## src/rtl/instr_fetch_unit.sv

```systemverilog
// instr_fetch_unit: fetch stage owning the PC, issuing reads to a synchronous-read
// instruction memory, buffering returned words in a small prefetch queue and presenting
// them to execute through a valid/ready handshake. Supports redirect (with flush) and halt.
//
// Ports
//   clk, rst_n       clock (rising edge), asynchronous active-low reset
//   imem_en          read strobe; imem_addr is sampled by memory this cycle
//   imem_addr        read address (always equals pc)
//   imem_rdata       read data, valid the cycle after imem_en
//   ir_out, ir_pc    instruction and its address at the queue head (0 when empty)
//   ir_valid         queue non-empty
//   ir_ready         execute accepts ir_out this cycle
//   redirect         load redirect_pc, flush queue and squash the in-flight read
//   redirect_pc      new fetch address
//   halt             level; blocks new issues only
//   pc               next fetch address
//   q_count          current queue occupancy
module instr_fetch_unit #(
  parameter int unsigned ADDR_W = 8,
  parameter int unsigned DEPTH  = 2,
  parameter logic [ADDR_W-1:0] RESET_PC = '0
) (
  input  logic                       clk,
  input  logic                       rst_n,
  output logic                       imem_en,
  output logic [ADDR_W-1:0]          imem_addr,
  input  logic [31:0]                imem_rdata,
  output logic [31:0]                ir_out,
  output logic [ADDR_W-1:0]          ir_pc,
  output logic                       ir_valid,
  input  logic                       ir_ready,
  input  logic                       redirect,
  input  logic [ADDR_W-1:0]          redirect_pc,
  input  logic                       halt,
  output logic [ADDR_W-1:0]          pc,
  output logic [$clog2(DEPTH+1)-1:0] q_count
);

  localparam int unsigned CNT_W = $clog2(DEPTH + 1);
  localparam int unsigned PTR_W = (DEPTH > 1) ? $clog2(DEPTH) : 1;

  localparam logic [1:0] ST_BOOT = 2'd0;
  localparam logic [1:0] ST_RUN  = 2'd1;
  localparam logic [1:0] ST_HALT = 2'd2;

  typedef struct packed {
    logic [ADDR_W-1:0] pc;
    logic [31:0]       word;
  } entry_t;

  logic [1:0]        state_q, state_d;
  logic [ADDR_W-1:0] pc_q, pc_d;
  logic              infl_q, infl_d;
  logic [ADDR_W-1:0] infl_pc_q, infl_pc_d;
  logic [PTR_W-1:0]  rd_ptr_q, rd_ptr_d;
  logic [PTR_W-1:0]  wr_ptr_q, wr_ptr_d;
  logic [CNT_W-1:0]  cnt_q, cnt_d;
  entry_t            store_q [DEPTH];

  logic              pop;
  logic              push;
  logic              issue;
  logic [CNT_W:0]    occ;
  entry_t            head;

  // Handshake and issue decision for this cycle.
  always_comb begin
    pop   = (cnt_q != '0) & ir_ready;
    push  = infl_q & ~redirect;
    // Occupancy after this cycle's pop, counting the read already in flight.
    occ   = {1'b0, cnt_q} + (CNT_W+1)'(infl_q) - (CNT_W+1)'(pop);
    issue = (state_q == ST_RUN) & ~halt & ~redirect & (occ < (CNT_W+1)'(DEPTH));
  end

  // FSM next state; redirect never changes the state.
  always_comb begin
    state_d = state_q;
    case (state_q)
      ST_BOOT: state_d = halt ? ST_HALT : ST_RUN;
      ST_RUN:  if (halt)  state_d = ST_HALT;
      ST_HALT: if (!halt) state_d = ST_RUN;
      default: state_d = ST_BOOT;
    endcase
  end

  // Datapath next state: PC, in-flight tracking, queue pointers and count.
  always_comb begin
    pc_d      = pc_q;
    infl_d    = issue;
    infl_pc_d = infl_pc_q;
    rd_ptr_d  = rd_ptr_q;
    wr_ptr_d  = wr_ptr_q;
    cnt_d     = cnt_q;

    if (redirect) begin
      // Flush: a handshake this cycle still completes, the consumer keeps that word.
      pc_d     = redirect_pc;
      infl_d   = 1'b0;
      rd_ptr_d = '0;
      wr_ptr_d = '0;
      cnt_d    = '0;
    end else begin
      if (issue) begin
        infl_pc_d = pc_q;
        pc_d      = pc_q + ADDR_W'(1);
      end
      if (push) wr_ptr_d = wr_ptr_q + PTR_W'(1);
      if (pop)  rd_ptr_d = rd_ptr_q + PTR_W'(1);
      cnt_d = cnt_q + CNT_W'(push) - CNT_W'(pop);
    end
  end

  always_ff @(posedge clk or negedge rst_n) begin
    if (!rst_n) begin
      state_q   <= ST_BOOT;
      pc_q      <= RESET_PC;
      infl_q    <= 1'b0;
      infl_pc_q <= '0;
      rd_ptr_q  <= '0;
      wr_ptr_q  <= '0;
      cnt_q     <= '0;
    end else begin
      state_q   <= state_d;
      pc_q      <= pc_d;
      infl_q    <= infl_d;
      infl_pc_q <= infl_pc_d;
      rd_ptr_q  <= rd_ptr_d;
      wr_ptr_q  <= wr_ptr_d;
      cnt_q     <= cnt_d;
    end
  end

  // Queue storage needs no reset; validity is carried by cnt_q.
  always_ff @(posedge clk) begin
    if (push) store_q[wr_ptr_q] <= '{pc: infl_pc_q, word: imem_rdata};
  end

  // Output mapping; head fields are forced to zero while the queue is empty.
  always_comb begin
    head      = store_q[rd_ptr_q];
    ir_valid  = (cnt_q != '0);
    ir_out    = ir_valid ? head.word : 32'h0;
    ir_pc     = ir_valid ? head.pc   : '0;
    imem_en   = issue;
    imem_addr = pc_q;
    pc        = pc_q;
    q_count   = cnt_q;
  end

endmodule
```

## config.mk

```make
export PLATFORM = sky130hd
export DESIGN_NAME = instr_fetch_unit
export DESIGN_NICKNAME = d
export VERILOG_FILES = /design/src/rtl/instr_fetch_unit.sv
export SDC_FILE = /design/constraint.sdc
export NUM_CORES = 1
export LEC_CHECK = 0
export CAP_MARGIN = 30
export CELL_PAD_IN_SITES_DETAIL_PLACEMENT = 0
export CELL_PAD_IN_SITES_GLOBAL_PLACEMENT = 1
export CORE_MARGIN = 2
export CORE_UTILIZATION = 37
export CTS_BUF_LIST = sky130_fd_sc_hd__clkbuf_8
export DETAILED_ROUTE_END_ITERATION = 8
export PLACE_DENSITY = 0.88
export SYNTH_ARGS = -nofsm -noshare
export SYNTH_HDL_FRONTEND = slang
export SYNTH_SLANG_ARGS = --single-unit
```

## constraint.sdc

```tcl
create_clock -name clk -period 4 [get_ports clk]
set_input_delay 1.2 -clock clk [delete_from_list [all_inputs] [get_ports clk]]
set_output_delay 1.2 -clock clk [all_outputs]
set_load 0.1 [all_outputs]
```

==> flow_summary.json <==
{
  "netlist-cell-type-count": 31,
  "post-route-period-util": 0.986,
  "wl_per_cell_um": 14.4,
  "setup_viol": 0,
  "dieArea_mm2": 0.0122,
  "final_common_cell": "edfxtp_1",
  "clk_pin_slew_worst_paths_ns": 0.09,
  "nNetsFinal": 447,
  "drc": 0,
  "die_y_um": 111,
  "total_power_mw": 3.36,
  "netlist_area_mm2": 0.00420,
  "synth-seq-cells": 103,
  "slew_headroom": 0.620,
  "power.density_mw_per_mm2": 613,
  "worstPathBufferInverterCount": 3,
  "final-seq-area_mm2": 0.00299,
  "drt-vias-per-instance": 4.80,
  "hold_violations": 0,
  "multi_input_comb_area_mm2": 0.00109,
  "leakagePower_nw": 2.07,
  "via_count": 2608,
  "fillers": 982,
  "worstMarginPinSlew_ns": 0.570,
  "rsz0062_at_grt": "false",
  "status": "completed",
  "area_growth_pct": 30.5,
  "ctsRootBufferMaster": "clkbuf_8",
  "cts.sinks": 103,
  "min_period_ns": 3.94,
  "worstPathRequired_ns": 2.80,
  "grt_util_all_layers": 0.132,
  "boundaryPins": 105,
  "cp_cell_sequence": "buf_2 -> and2_4 -> nor2b_4 -> fa_1 -> nand2_1 -> or3_4 -> clkinv_8 -> buf_12",
  "die_width_um": 111,
  "slowest_delay_ns": 0.50,
  "ir_worst_vdd_uv": 344,
  "clk_latency_ns": 0.35,
  "synth.net_count": 342,
  "ys_seq_area_frac": 0.709,
  "timing.fmax_ghz": 0.254,
  "postCtsHoldBufs": 0,
  "coreArea_mm2": 0.0109,
  "dp_hpwl_um": 5500,
  "drt_iter0_markers": 43,
  "grt_pass1_vias": 2615,
  "diodes": 0,
  "start_util": 0.384,
  "yosys_warnings": 0,
  "drive_above_1_share": 0.248,
  "grt_pass1_wl_um": 12900,
  "grt_overflow_total": 0,
  "crit_family": "simple AND/OR/NAND/NOR gates",
  "min_path_type": "flop to flop",
  "wirelength_um": 7830,
  "drv_slew": 0,
  "slowest_stage": "fa_1",
  "endpoint_kind": "output pin",
  "antenna_left": 0,
  "cp_max_fo": 2,
  "drtPass1Iterations": 4,
  "antenna_found_initial": 0,
  "hold_ws_ns": 0.478,
  "cp-start-kind": "input pin",
  "rows": 38,
  "h-tree-depth": 3,
  "numCtsBuffers": 9,
  "worstSetupPathType": "input pin to output pin",
  "port_buffers": 104,
  "grt_max_degree": 41,
  "gp_routability_congestion": 0.778,
  "synth_cells": 293,
  "cts_tree": "built",
  "fin_skew_ns": 0.00704,
  "critPathArrivalTime_ns": 2.74,
  "synth.avg_cell_area_um2": 14.3,
  "max-cap-violations": 0,
  "cts_max_path_buffers": 2,
  "final_cell_mix": "edfxtp_1, buf_4, nor2_1"
}
## layout make-up
cell class                      count  area share
Clock buffer                        9      0.0226
Clock inverter                      7     0.00845
Inverter                            6     0.00708
Multi-Input combinational cell    162       0.199
Sequential cell                   103       0.545
Tap cell                          140      0.0320
Timing Repair Buffer              116       0.186
## cells in the mapped netlist
cell / number / area share
xnor2_1: 4 / 0.0083
nand4_1: 1 / 0.0015
and3_1: 1 / 0.0015
ha_1: 3 / 0.0089
nor2b_1: 2 / 0.0030
clkbuf_1: 7 / 0.0063
nor3b_1: 1 / 0.0018
buf_4: 8 / 0.014
xor2_1: 3 / 0.0063
mux2i_1: 45 / 0.11
nor3_1: 1 / 0.0012
fa_1: 1 / 0.0048
dfrtp_1: 23 / 0.14
a21oi_1: 1 / 0.0012
a22oi_1: 2 / 0.0036
edfxtp_1: 80 / 0.57
mux2_2: 1 / 0.0027
clkinv_8: 1 / 0.0039
and2_1: 1 / 0.0015
or3_1: 2 / 0.0030
inv_1: 5 / 0.0045
a221o_1: 5 / 0.012
o21ai_0: 4 / 0.0048
nand2_1: 28 / 0.025
buf_2: 1 / 0.0012
buf_1: 4 / 0.0036
a21boi_0: 1 / 0.0018
buf_6: 2 / 0.0054
nor4_1: 3 / 0.0045
nor2_1: 49 / 0.044
nand3_1: 3 / 0.0036
## report_power, final
part	internal, mW	total [mW]	switching [mW]
sequential	1.25	1.33	0.0808
clock	0.228	0.562	0.334
combinational	0.339	1.47	1.13
## cell families after synthesis
family,after synthesis,synth area share
buffers and inverters,28,0.0390
adder cells (fa/ha/maj),4,0.0137
AO/OA/AOI/OAI,13,0.0232
AND/OR/NAND/NOR,92,0.0903
flip-flops,103,0.709
XOR/XNOR,7,0.0146
multiplexers,46,0.110
## stage by stage
stage          TNS (ns)  cells   util  worst slack (ns)  cell area [um2]
5_1_grt               0    543  0.501            0.0139             5480
3_5_place_dp     -0.444    526  0.485            -0.404             5300
4_1_cts               0    543  0.501            0.0297             5480
6_report              0    543  0.501            0.0557             5480
2_1_floorplan    -0.169    293      -            -0.169             4250
3_3_place_gp     -0.378    525  0.482            -0.378             5280
## timing repair
item | CTS | global route
endpoints found under the setup margin | 1 | 1
resized for setup | 5 | 0
endpoints found under the hold margin | 0 | 0
setup buffers | 1 | 0
pin swaps | 4 | 1
## state kept, by name, summed over array words and instances (netlist names)
name,cells
store_q,80
q_count,2
infl_q,1
rd_ptr_q,1
imem_addr,8
state_q,2
wr_ptr_q,1
infl_pc_q,8
## path summary, 6_finish.rpt
path                                   startpoint                  endpoint  cells after the start  slack, ns
setup / recovery                         ir_ready                   imem_en                      8       0.06
hold / removal             state_q[0]$_DFFE_PN0P_    state_q[0]$_DFFE_PN0P_                      1       0.48
setup reg to reg             q_count[1]$_DFF_PN0_  imem_addr[3]$_DFFE_PN0P_                     11       0.92
hold reg to reg            state_q[0]$_DFFE_PN0P_    state_q[0]$_DFFE_PN0P_                      1       0.48
max in group asynchronous                   rst_n  infl_pc_q[3]$_DFFE_PN0P_                      2       2.44
min in group asynchronous                   rst_n      q_count[0]$_DFF_PN0_                      1       1.14
## per-layer routing
layer | vias to the layer above | wire length (um) | GRT usage
met2 | 85 | 4050 | 0.226
met1 | 1274 | 3300 | 0.163
met3 | 4 | 442 | 0.0390
li1 | 1245 | - | -
met5 | - | 0 | 0
met4 | 0 | 34 | 0.0367
No activity file was read; power rests on OpenSTA's default activity.
